$ cat src/rtl/controller_pkg.sv
// controller_pkg
//   Shared definitions for the breadboard controller front end.
//   - Default channel count and debounce window.
//   - Button index constants matching the btn_* bit order.
//   - Debounce channel state encoding.
package controller_pkg;

   localparam int NUM_BTN_DEF         = 6;
   localparam int DEBOUNCE_CYCLES_DEF = 1000000;  // 10 ms at 100 MHz

   localparam int BTN_LEFT   = 0;
   localparam int BTN_RIGHT  = 1;
   localparam int BTN_UP     = 2;
   localparam int BTN_DOWN   = 3;
   localparam int BTN_ATTACK = 4;
   localparam int BTN_PERY   = 5;

   typedef enum logic [1:0] {
      IDLE_LOW  = 2'd0,
      CHK_HIGH  = 2'd1,
      IDLE_HIGH = 2'd2,
      CHK_LOW   = 2'd3
   } db_state_e;

endpackage

$ cat src/rtl/debounce_channel.sv
// debounce_channel
//   One input bit: two-flop synchroniser, debounce FSM and stability counter.
//   A change is accepted only after DEBOUNCE_CYCLES consecutive synchronised
//   samples at the new level. Any sample back at the old level restarts the
//   count from zero.
// Ports:
//   clk       in   system clock
//   rst_n     in   asynchronous active-low reset
//   raw_i     in   raw pin level, asynchronous to clk
//   level_o   out  debounced held level
//   press_o   out  one-cycle strobe on accepted 0->1
//   release_o out  one-cycle strobe on accepted 1->0
module debounce_channel
   import controller_pkg::*;
#(
   parameter int DEBOUNCE_CYCLES = DEBOUNCE_CYCLES_DEF
) (
   input  logic clk,
   input  logic rst_n,
   input  logic raw_i,
   output logic level_o,
   output logic press_o,
   output logic release_o
);

   localparam int CNT_W = $clog2(DEBOUNCE_CYCLES);
   localparam logic [CNT_W-1:0] CNT_MAX = CNT_W'(DEBOUNCE_CYCLES - 1);
   localparam logic [CNT_W-1:0] CNT_ONE = CNT_W'(1);

   logic             s1_q, s2_q;
   db_state_e        state_q, state_d;
   logic [CNT_W-1:0] cnt_q, cnt_d;
   logic             level_q, level_d;
   logic             press_q, press_d;
   logic             release_q, release_d;

   // Synchroniser: only s2_q is used by the FSM.
   always_ff @(posedge clk or negedge rst_n) begin
      if (!rst_n) begin
         s1_q <= 1'b0;
         s2_q <= 1'b0;
      end else begin
         s1_q <= raw_i;
         s2_q <= s1_q;
      end
   end

   always_ff @(posedge clk or negedge rst_n) begin
      if (!rst_n) begin
         state_q   <= IDLE_LOW;
         cnt_q     <= '0;
         level_q   <= 1'b0;
         press_q   <= 1'b0;
         release_q <= 1'b0;
      end else begin
         state_q   <= state_d;
         cnt_q     <= cnt_d;
         level_q   <= level_d;
         press_q   <= press_d;
         release_q <= release_d;
      end
   end

   // The entering sample counts as the first stable cycle (cnt_d = 1), so
   // acceptance happens on the sample that sees cnt_q == DEBOUNCE_CYCLES-1.
   always_comb begin
      state_d   = state_q;
      cnt_d     = cnt_q;
      level_d   = level_q;
      press_d   = 1'b0;
      release_d = 1'b0;
      case (state_q)
         IDLE_LOW: begin
            if (s2_q) begin
               state_d = CHK_HIGH;
               cnt_d   = CNT_ONE;
            end else begin
               cnt_d = '0;
            end
         end
         CHK_HIGH: begin
            if (!s2_q) begin
               state_d = IDLE_LOW;
               cnt_d   = '0;
            end else if (cnt_q == CNT_MAX) begin
               state_d = IDLE_HIGH;
               level_d = 1'b1;
               press_d = 1'b1;
               cnt_d   = '0;
            end else begin
               cnt_d = cnt_q + CNT_ONE;
            end
         end
         IDLE_HIGH: begin
            if (!s2_q) begin
               state_d = CHK_LOW;
               cnt_d   = CNT_ONE;
            end else begin
               cnt_d = '0;
            end
         end
         CHK_LOW: begin
            if (s2_q) begin
               state_d = IDLE_HIGH;
               cnt_d   = '0;
            end else if (cnt_q == CNT_MAX) begin
               state_d   = IDLE_LOW;
               level_d   = 1'b0;
               release_d = 1'b1;
               cnt_d     = '0;
            end else begin
               cnt_d = cnt_q + CNT_ONE;
            end
         end
         default: begin
            state_d = IDLE_LOW;
            cnt_d   = '0;
            level_d = 1'b0;
         end
      endcase
   end

   assign level_o   = level_q;
   assign press_o   = press_q;
   assign release_o = release_q;

endmodule

$ cat src/rtl/controller_debouncer.sv
// controller_debouncer
//   Conditions the raw breadboard controller pins before the decoder. Each
//   channel is synchronised and debounced independently; no priority between
//   directions is applied here.
// Ports:
//   clk          in   system clock
//   rst_n        in   asynchronous active-low reset
//   btn_raw      in   raw pins {pery, attack, down, up, right, left}
//   btn_level    out  debounced held levels
//   btn_press    out  one-cycle strobes on accepted 0->1
//   btn_release  out  one-cycle strobes on accepted 1->0
module controller_debouncer
   import controller_pkg::*;
#(
   parameter int NUM_BTN         = NUM_BTN_DEF,
   parameter int DEBOUNCE_CYCLES = DEBOUNCE_CYCLES_DEF
) (
   input  logic               clk,
   input  logic               rst_n,
   input  logic [NUM_BTN-1:0] btn_raw,
   output logic [NUM_BTN-1:0] btn_level,
   output logic [NUM_BTN-1:0] btn_press,
   output logic [NUM_BTN-1:0] btn_release
);

   for (genvar g = 0; g < NUM_BTN; g++) begin : g_ch
      debounce_channel #(
         .DEBOUNCE_CYCLES (DEBOUNCE_CYCLES)
      ) u_ch (
         .clk       (clk),
         .rst_n     (rst_n),
         .raw_i     (btn_raw[g]),
         .level_o   (btn_level[g]),
         .press_o   (btn_press[g]),
         .release_o (btn_release[g])
      );
   end

endmodule
$ cat config.mk
export PLATFORM = sky130hd
export DESIGN_NAME = controller_debouncer
export DESIGN_NICKNAME = d
export VERILOG_FILES = /design/src/rtl/controller_pkg.sv /design/src/rtl/debounce_channel.sv /design/src/rtl/controller_debouncer.sv
export SDC_FILE = /design/constraint.sdc
export NUM_CORES = 1
export LEC_CHECK = 0
export ABC_AREA = 1
export ABC_CLOCK_PERIOD_IN_PS = 1500
export CORE_UTILIZATION = 56
export DETAILED_ROUTE_END_ITERATION = 6
export MAX_ROUTING_LAYER = met4
export PLACE_DENSITY = 0.74
export SLEW_MARGIN = 20
export SYNTH_ARGS = -nofsm -noshare
export SYNTH_HDL_FRONTEND = slang
export SYNTH_SLANG_ARGS = --single-unit
$ cat constraint.sdc
create_clock -name clk -period 1.5 [get_ports clk]
set_clock_uncertainty 0.1 [all_clocks]
set_input_delay 0.3 -clock clk [delete_from_list [all_inputs] [get_ports clk]]
set_output_delay 0.3 -clock clk [all_outputs]
set_load 0.01 [all_outputs]
Word-level counts from Yosys, hierarchy flattened

Cells that the tools add are included.

Add/subtract/negate cells: 6
Equal/unequal tests: 72
Mux-type cells: 138
Reductions and logical operators: 24

Operators with widths:

| cell                                                                     | number |
|---|---|
| 20-bit one-hot mux with 4 select lines                                   | 6 |
| 20-bit 2-to-1 mux                                                        | 18 |
| 20-bit by 1-bit adder with 20-bit output (second input constant)         | 6 |
| 20-bit equality test (second input constant)                             | 6 |
| 2-bit 2-to-1 mux                                                         | 36 |
| 1-bit 2-to-1 mux                                                         | 66 |
| 2-bit by 1-bit inequality test with 1-bit output (second input constant) | 24 |
| 2-bit one-hot mux with 4 select lines                                    | 6 |
| 5-bit AND reduction                                                      | 6 |
| 2-bit equality test (second input constant)                              | 12 |
| 2-bit inequality test (second input constant)                            | 12 |
| 4-bit AND reduction                                                      | 6 |
| 3-bit by 1-bit inequality test with 1-bit output (second input constant) | 6 |
| 3-bit inequality test (second input constant)                            | 6 |
| 2-bit by 1-bit equality test with 1-bit output (second input constant)   | 6 |
| 2-bit zero test                                                          | 6 |
| 1-bit one-hot mux with 2 select lines                                    | 6 |
| 2-bit nonzero test                                                       | 6 |

Bits in registers: 162
Bits of input ports: 8
Output and inout bits: 18

Depth between registers and ports, before layout

Gate-level depths: netlist of run 1.

Depth in word-level cells: 4
Depth in mapped cells: 9
Gate-level depth less buffers: 9

Cells and area by module

From an unflattened synthesis of run 1, not the netlist that was laid out.

Cells, all modules: 1173
Area, all modules: 8813.5 µm²

By module, submodules not included:

| module                               | instances | cells an instance | area an instance (µm²) | seq. area each (µm²) |
|---|---|---|---|---|
| debounce_channel at g_ch[0].u_ch ... | 4         | 199               | 1466.4                 | 675.6 |
| debounce_channel at g_ch[1].u_ch     | 1         | 195               | 1483.9                 | 675.6 |
| debounce_channel at g_ch[5].u_ch     | 1         | 182               | 1463.9                 | 675.6 |

Worst setup path before layout of run 1

Ideal clock, no wire load.

Path type: register -> register
From: register g_ch[5].u_ch.cnt_q[0]
To: register g_ch[5].u_ch.cnt_q[12]
Setup time: 0.118 ns
Arrival: 1.319 ns
Required time: 1.282 ns
Slack: -0.037 ns
Cell stages (with the launch flop): 8
Buffers on the path: 0
Cells stage by stage: dfrtp_1 -> ha_1 -> nand3_2 -> nor3_2 -> inv_1 -> nor2_1 -> xor2_1 -> nor2_1

Cells in the longest elaborated chain, start to end: 4
Elaborated cells on any way between the ends: 6
Those cells by class: add/sub: 1; eq/ne: 1; mux: 4

RTL lines:

| what                                                                             | line                                            | source |
|---|---|---|
| start, declared                                                                  | debounce_channel.sv:32                          | `logic [CNT_W-1:0] cnt_q, cnt_d;` |
| start signal, assigned                                                           | debounce_channel.sv:57                          | `cnt_q <= cnt_d;` |
| 20-bit by 1-bit adder with 20-bit output or 20-bit equality test (tied branches) | -                                               |  |
| 20-bit 2-to-1 mux (*)                                                            | debounce_channel.sv:85, debounce_channel.sv:106 |  |
| 20-bit 2-to-1 mux, on equally long branches                                      | debounce_channel.sv:103, debounce_channel.sv:82 |  |
| 20-bit one-hot mux with 4 select lines (*)                                       | debounce_channel.sv:72                          | `case (state_q)` |
| named net g_ch[5].u_ch.cnt_d[12]                                                 | debounce_channel.sv:32                          |  |

The timed path passes the listed nets; every way through them passes the cells marked *.
A chain may end at the register's enable or synchronous reset.

==> results summary, run 1 <==
The number of synthesized register bits is ~160. The clock tree root buffer cell is sky130_fd_sc_hd__clkbuf_16. The number of slew-limit violations in the final report is 0.

The number of nets in the layout came out at around 1300. The post-route cell area is approximately 12000 sq um. From synthesis to final layout, the design area changed by 39.6%.

The first global-routing pass estimated ~31000 microns of wire. The detailed-route via count is 7703. The initial antenna violation count came out at 0.

The number of clock buffers added by TritonCTS is 17. The post-synthesis area per instance is 8.04 sq um. The number of instances in the synthesized netlist came out at approximately 1100. The total I/O pin count is 26. The required time of the critical path is roughly 1700 ps. The footprint of the flip-flops and latches is 4070 sq um. The worst setup path is captured at a flip-flop.

The worst path uses 111% of the clock period. The share of final-layout standard cells stronger than drive strength 1 is a little over a third. Dividing the detail-routed wire length by the instance count gives roughly 15 microns. Measured along the y axis, the die boundary spans between 100 and 150 microns. The clock reaches the later pin of the worst-skew pair after between 400 and 500 ps. Setup repair after global routing could not meet its margin everywhere.

Global routing used 25.2% of the available tracks across all layers. The number of max-cap violations came out at 0. The flow ran to the end, but the final reports show violations. The startpoint identified for the worst register-to-register timing path is g_ch[4].u_ch.cnt_q[6]. The clock transition time at the flip-flop clock pins of the worst setup and hold paths is 60 ps. The instance count after placement with tap cells included is around 1400. The pre-antenna-repair detailed-routing pass consisted of 7 iterations. The smallest clock period supported by the final layout is computed as roughly 1700 ps. The launching element type of the critical path is a flip-flop.

The most frequently used cell type in the post-synthesis netlist is sky130_fd_sc_hd__nor2_1. The worst supply voltage drop on vdd came out at 0.00111 V. The final count of hold timing violations came out at 0. The via count normalized by instance count is around 5.4. CTS built an H-tree with a depth of 4. The design internal power is between 8 and 9 mW. The detail route stage leaves a number of antenna-violating nets equal to 0. At the pin with the least slew margin, the transition time is between 300 and 400 ps. The floorplan die area came out at approximately 16000 sq um.

The relative contribution of combinational cells to total power came out at between 10% and 20%. The fill cell total of the finished layout is between 800 and 900. The post-route worst hold slack came out at 213 ps. Once layout is complete, the utilization of the core stands at between 80% and 90%. Yosys printed 0 warnings. The detailed-route wire length came out at ~22000 microns. The arrival time reported for the critical path endpoint came out at 1870 ps. The leakage power is around 5 nW.

In this run the worst setup path begins at g_ch[4].u_ch.cnt_q[6]. The final reports fail on DRC, setup timing. TritonCTS built the clock tree. The number of enable flip-flop cells after synthesis is 0. The proportion of total power due to net switching came out at a little under a quarter. The share of synthesized area occupied by flip-flops and latches came out at a little under half.

In the routed design, unresolved DRC markers number 17. The top achievable clock speed came out at roughly 0.60 GHz. The total placed instance area is approximately 10000 sq um. The power density over cell area came out at 885 nW/um^2.

The net switching power of the design came out at roughly 2.5 mW. The antenna diode instance count is 0. Counting instances in the post-synthesis netlist gives the leading cell types as sky130_fd_sc_hd__nor2_1 (216), sky130_fd_sc_hd__nand2_1 (209), sky130_fd_sc_hd__dfrtp_1 (162). In the synthesized netlist the dominant register cell turns out to be sky130_fd_sc_hd__dfrtp_1. The final instance count without filler cells is ~1400. The area of the placeable core is roughly 15000 sq um. The number of nets handed over by synthesis was 1075.

The final RePlAce weighted congestion is 0.941. Yosys attributes the largest share of cell area to sky130_fd_sc_hd__dfrtp_1 (48%), sky130_fd_sc_hd__nor2_1 (9.5%), sky130_fd_sc_hd__nand2_1 (9.2%), sky130_fd_sc_hd__xor2_1 (6.4%), sky130_fd_sc_hd__inv_1 (4.9%). The post-synthesis instance area is around 8500 sq um. The startpoint identified for the worst hold timing path is btn_raw[3]. The tightest min-delay check is of the in -> reg type. Per report_power, the clock group accounts for 45.0% of the total. The share of async-settable or async-resettable flops after synthesis came out at 100%. The combined area of the multi-input logic cells came out at around 4800 sq um. Across all register-to-register paths, the minimum setup slack is -160 ps. The critical path in this run is classified as reg -> reg. The number of rows in the core area is 44. The worst reg-to-reg path cell count is 6. Once the floorplan was initialized, standard cells occupied about three fifths of the core. The clock sink count is about 160. Of all cell types, the one taking the most synthesized area is sky130_fd_sc_hd__dfrtp_1. The detailed placement HPWL is between 10000 and 15000 microns. Entering global routing, the biggest net connects 38 pins.

The via count of the first global-routing pass was a little over 7000. In this run the tightest slew margin relative to its limit is approximately 77%. The final count of negative-setup-slack endpoints came out at 90. The total grt overflow came out at 0.

The number of DRC markers after the initial detailed-route iteration is just over 400. The register share of total power is ~44%. The number of buffers on the longest clock path came out at 2. Measured along the x axis, the die boundary spans approximately 130 microns. The number of port buffers is 25. The number of distinct library cells after synthesis came out at 28. The setup slack of the critical path after layout is -159 ps.

The design draws 10.5 mW. The fraction of post-synthesis cell area in the top cell type by area came out at a little under half. The worst-path maximum fanout came out at 4.
timing repair:
action	in CTS	in global routing
setup buffers	4	39
cloned	0	5
endpoints found under the setup margin	90	144
pin swaps	10	78
gates resized for setup	52	266
hold buffers	1	0
hold endpoints to repair	107	0
cell families (layout without fill, tap and decap cells):
| group | count (synthesis) | in the layout | share of synthesized area [%] |
|---|---|---|---|
| compound gates | 41 | 41 | 2.64 |
| buf+inv | 143 | 331 | 7.50 |
| simple gates | 635 | 635 | 33.8 |
| flops | 162 | 162 | 47.5 |
| fa+ha+maj | 6 | 6 | 0.880 |
| xor+xnor | 74 | 74 | 7.60 |
power groups by stage:
stage / Sequential (mW) / Clock, mW / Combinational, mW
final: 4.65 / 4.74 / 1.14
after global routing: 4.67 / 4.99 / 1.26
after CTS: 4.62 / 4.81 / 0.905
after detailed placement: 4.70 / 0 / 0.845
after global placement: 4.69 / 0 / 0.832
after floorplan: 4.69 / 0 / 0.430
worst min path at each step:
stage,end,depth (start not counted),slack [ps]
floorplan,asynchronous set/reset pin,0,-100
global placement,g_ch[4].u_ch.cnt_q[14],1,110
detailed placement,g_ch[4].u_ch.cnt_q[14],1,120
CTS,g_ch[2].u_ch.s1_q,1,200
global route,g_ch[3].u_ch.s1_q,1,190
finish,g_ch[3].u_ch.s1_q,1,210
per-layer routing:
layer  up-vias  wire length [microns]  GRT usage [%]
li1       3699                      -              -
met1      3726                   8670           30.2
met2       222                  11600           43.3
met3        56                    863           4.66
met4         0                    561           7.68
met5         -                      0              -
placed cells by master, fill, tap and decap left out, types with 5 or more instances in the layout:
cell,synthesis,final
sky130_fd_sc_hd__nor3_4,0,6
sky130_fd_sc_hd__nor2_1,216,141
sky130_fd_sc_hd__a21oi_1,12,10
sky130_fd_sc_hd__buf_4,26,127
sky130_fd_sc_hd__o21ai_1,0,7
sky130_fd_sc_hd__nand3_1,56,48
sky130_fd_sc_hd__clkdlybuf4s15_1,0,7
sky130_fd_sc_hd__dfrtp_2,0,11
sky130_fd_sc_hd__inv_2,2,9
sky130_fd_sc_hd__buf_6,0,21
sky130_fd_sc_hd__buf_12,0,6
sky130_fd_sc_hd__nand2_2,9,37
sky130_fd_sc_hd__buf_8,0,5
sky130_fd_sc_hd__ha_4,0,6
sky130_fd_sc_hd__nand3_4,0,15
sky130_fd_sc_hd__xnor2_1,12,10
sky130_fd_sc_hd__dfrtp_1,162,151
sky130_fd_sc_hd__o21ai_0,24,12
sky130_fd_sc_hd__nor2_2,15,64
sky130_fd_sc_hd__xor2_2,0,7
sky130_fd_sc_hd__xor2_1,62,55
sky130_fd_sc_hd__nand2_1,209,171
sky130_fd_sc_hd__nor3_1,57,26
sky130_fd_sc_hd__nand2_4,0,10
sky130_fd_sc_hd__nor3_2,6,31
sky130_fd_sc_hd__dlygate4sd2_1,0,10
sky130_fd_sc_hd__o21ai_2,0,5
sky130_fd_sc_hd__bufinv_16,0,5
sky130_fd_sc_hd__nor2_4,10,36
sky130_fd_sc_hd__nand4_1,32,32
sky130_fd_sc_hd__clkdlybuf4s50_1,0,6
sky130_fd_sc_hd__inv_1,111,103
sky130_fd_sc_hd__clkbuf_16,0,21
final cells by class:
type	count	area share [%]
multi-input combinational	756	40.5
sequential	162	34.2
timing repair buffer	188	14.4
clock buffer	18	3.69
inverter	113	3.58
tap	184	1.93
clock inverter	12	1.73
stage by stage:
stage / setup slack (ps) / TNS, ps
after detailed placement: -61.4 / -1870
after CTS: -13.9 / -27.6
after floorplan: -21.5 / -50.8
after global routing: -218 / -12060
after global placement: -17.7 / -276
final: -159 / -2980
state kept, by name, indices dropped and copies added, names as in the netlist, named ones only:
register and count:
g_ch.u_ch.cnt_q 120, g_ch.u_ch.level_o 6, g_ch.u_ch.press_o 6, g_ch.u_ch.release_o 6, g_ch.u_ch.s1_q 6, g_ch.u_ch.s2_q 6, g_ch.u_ch.state_q 6
worst max-delay path, cell delays in order, from the launching register on:
cell and delay, ps:
sky130_fd_sc_hd__dfrtp_1 410, sky130_fd_sc_hd__inv_1 160, sky130_fd_sc_hd__nand3_1 110, sky130_fd_sc_hd__nor3_1 220, sky130_fd_sc_hd__nand4_1 290, sky130_fd_sc_hd__nor2_1 190, sky130_fd_sc_hd__nor2_1 60
(Power assumes the default switching activity.)
==> run 2: changes to the inputs <==
--- a/config.mk
+++ b/config.mk
@@ -7,10 +7,11 @@
 export LEC_CHECK = 0
 export ABC_AREA = 1
 export ABC_CLOCK_PERIOD_IN_PS = 1500
-export CORE_UTILIZATION = 56
+export CORE_UTILIZATION = 58
 export DETAILED_ROUTE_END_ITERATION = 6
+export DONT_BUFFER_PORTS = 1
 export MAX_ROUTING_LAYER = met4
-export PLACE_DENSITY = 0.74
+export PLACE_DENSITY = 0.73
 export SLEW_MARGIN = 20
 export SYNTH_ARGS = -nofsm -noshare
 export SYNTH_HDL_FRONTEND = slang
==> constraint.sdc (replaced) <==
create_clock -name clk -period 1.5 [get_ports clk]
set_clock_uncertainty 0.1 [all_clocks]
set_input_delay 0.3 -clock clk [delete_from_list [all_inputs] [get_ports clk]]
set_output_delay 0.3 -clock clk [all_outputs]
set_load 0.02 [all_outputs]
==> run 2 against run 1 <==
Compared with the run above:
- the run ends with hold timing, setup timing left
- global-route usage increased by 1.3 points
- sequential power about the same
- critical path depth increased by 2
- sequential cell count unchanged
- clock-buffer cell count increased by 2
- combinational power increased by 9.6%
- sequential share of layout area increased by 0.64 points
- core utilization increased by 2.0 points
- cell count decreased by 1.8%
- final area decreased by 1.8%
- power decreased by 3.4%
- largest power group is now sequential cells
- highest routed layer unchanged
==> results summary, run 2 (synthesis results as in run 1) <==
The number of rows in the core area is between 40 and 50. The worst setup path is launched from a flip-flop. The cell family contributing the most delay on the critical path is simple AND/OR/NAND/NOR gates. TritonCTS built the clock tree. Adding up every negative setup slack in the final design gives -5050 ps. The starting density of the core is roughly three fifths. The final count of hold timing violations is approximately 160.

The pre-antenna-repair detailed-routing pass consisted of 7 iterations. The area growth from synthesis to final layout is 37.2%. The remaining max-slew budget at the tightest pin came out at 74.1%. For this run, the total global-route usage over all layers was measured as approximately a quarter.

Setup repair after global routing could not meet its margin everywhere. The final total power is between 10 and 15 mW. The total I/O pin count came out at 26. The launch point of the worst path is g_ch[2].u_ch.cnt_q[5].

The final count of negative-setup-slack endpoints came out at 80. The delay of the slowest cell on the worst path came out at roughly 380 ps. Across the run, the number of max-cap violations was 0. The antenna diode instance count came out at 0. The number of buffers and inverters on the critical path is 1. g_ch.u_ch.cnt_q holds more flip-flops than any other register. The worst hold path belongs to the class in -> async. After detailed routing, the number of vias per cell comes to between 5 and 6. Leaving out fill and tap cells, the most frequent cells in the layout are sky130_fd_sc_hd__nand2_1 (173), sky130_fd_sc_hd__dfrtp_1 (148), sky130_fd_sc_hd__nor2_1 (141). The final reports fail on hold timing, setup timing.

The number of nets with antenna violations after routing is 0. Data on the critical path arrives at its endpoint at between 1500 and 2000 ps. The final instance count without filler cells is between 1000 and 1500. The power density over cell area came out at 870 nW/um^2. The final critical delay including setup and external delays is 1640 ps. The most common library cell in the layout ignoring fill and taps is sky130_fd_sc_hd__nand2_1. STA classifies the critical path endpoint as a flip-flop. Summed over all nets, the half-perimeter wirelength after detailed placement is between 10000 and 15000 microns. The number of buffers on the longest clock path came out at 2. The cell depth of the worst setup path came out at 8. Buffers placed on the I/O ports in this run total 0.

The number of design rule violations left after detail routing is 0. In the finished design, the share of the clock period the worst path needs comes to 109%. The leakage power is about 4.8 nW. The footprint of the flip-flops and latches came out at around 4100 sq um.

The width of the chip is roughly 120 microns. For this design, the CTS-stage hold fixing added 6 buffers. Across all layers, the routed design uses slightly below 8000 vias. Measured in cells, the most critical reg-to-reg path has a length of 8. The destination of the worst register-to-register timing path is g_ch[2].u_ch.state_q[0]. The slowest stage of the critical path belongs to the cell sky130_fd_sc_hd__dfrtp_1.

The first-pass GRT wire length came out at around 30000 microns. The number of nets in the layout came out at about 1200. The combined area of the multi-input logic cells came out at a little under 5000 sq um. The largest net degree at the start of global routing is 163.

The share of final-layout standard cells stronger than drive strength 1 came out at a little under two fifths. The insertion delay to the later sink of the worst-skew pair is between 400 and 500 ps. After clock tree synthesis, the clock-pin slew on the worst setup and hold paths is about 60 ps. The setup slack of the critical path after layout is -135 ps. In this run the worst path has a maximum fanout of 5. The number of DRC markers after the initial detailed-route iteration is between 600 and 700. The flip-flop count of the largest register, all copies and words added came out at 120. The chip height came out at between 100 and 150 microns.

CTS saw between 150 and 200 sinks. The worst setup slack after placement is -41.6 ps. For this run the aggregate overflow at the end of global routing stands at 0.

The initial antenna violation count is 0. The most numerous cell type found on the critical path is sky130_fd_sc_hd__nand2_2. The worst-margin pin slew is 384 ps.

Following the worst setup path forward leads to its endpoint at g_ch[2].u_ch.state_q[0]. The floorplan step defined a die boundary enclosing 15200 sq um. The area of the placeable core came out at approximately 14000 sq um. The fill cell total of the finished layout came out at about 770.

Clock tree synthesis selected as its root buffer the cell sky130_fd_sc_hd__clkbuf_16. The detail-routed net length per standard cell is 16.3 microns. The detailed-route wire length came out at ~23000 microns.

Including well taps, the total number of placed cells is between 1000 and 1500. The worst supply voltage drop on vdd is around 0.00098 V. The TritonCTS buffer count is 17.

The final RePlAce weighted congestion is between 0.9 and 1. The post-route worst hold slack is -543 ps. By startpoint and endpoint, the worst setup path is classified as reg -> reg. The setup check on the worst reg-to-reg path leaves a slack of -140 ps. For the worst setup path, the data required time is 1720 ps. In this run the critical register-to-register path is launched from g_ch[2].u_ch.cnt_q[5]. The signal on the critical path passes through nand2_2 -> nor3_2 -> nand2_1 -> nor2_2 -> nand2_2 -> nand2_4 -> clkbuf_16 -> nand2_2. For this run, the top clock speed supported by timing is roughly 0.6 GHz. The flow ran to the end, but the final reports show violations. The maximum level of the CTS H-tree is 4.

The number of slew-limit violations in the final report came out at 0. The via count of the first global-routing pass came out at slightly below 7000.
run 2: power by group:
group	total, mW	leakage, nW	switching (mW)	internal [mW]
Clock	4.29	0.273	1.79	2.50
Sequential	4.64	2.19	0.142	4.50
Combinational	1.25	2.30	0.649	0.598
Total	10.2	4.76	2.58	7.59
run 2: area by class of cell:
class | instances | share of cell area, %
Multi-Input combinational cell | 756 | 41.6
Tap cell | 180 | 1.93
Sequential cell | 162 | 34.8
Timing Repair Buffer | 165 | 13.1
Clock inverter | 11 | 1.12
Inverter | 113 | 3.63
Clock buffer | 20 | 3.82
run 2: how the worst min path moves through the flow:
| stage | from | end | slack (ps) | cells after the start |
|---|---|---|---|---|
| 2_1_floorplan | rst_n | asynchronous set/reset pin | -100 | 0 |
| 3_3_place_gp | rst_n | g_ch[5].u_ch.cnt_q[13] | -90 | 0 |
| 3_5_place_dp | rst_n | g_ch[5].u_ch.cnt_q[11] | -90 | 0 |
| 4_1_cts | rst_n | g_ch[5].u_ch.cnt_q[11] | -550 | 0 |
| 5_1_grt | rst_n | g_ch[5].u_ch.cnt_q[17] | -560 | 0 |
| 6_report | rst_n | g_ch[5].u_ch.cnt_q[16] | -540 | 0 |
run 2: routing by layer:
metal,wire length (microns),vias to the layer above,track usage [%],share of wire (%)
li1,-,3657,-,-
met1,9530,3826,33.7,41
met2,11700,273,42.1,51
met3,1120,84,6.09,4.9
met4,660,0,8.36,2.9
met5,0,-,-,0
run 2: metrics by stage:
stage | util, % | area [sq um] | hold WS (ps)
after floorplan | - | 8590 | -95.6
after global placement | 67.1 | 9460 | -92.1
after detailed placement | 67.1 | 9460 | -92.3
after CTS | 72.7 | 10300 | -555
after global routing | 83.0 | 11700 | -565
final | 83.0 | 11700 | -543
run 2: timing repair:
item                                    in CTS  in global routing
gates resized for setup                     25                299
gates cloned                                 0                  9
pin swaps                                    5                102
hold endpoints to repair                   168                162
endpoints found under the setup margin      80                143
buffers inserted                             6                 36
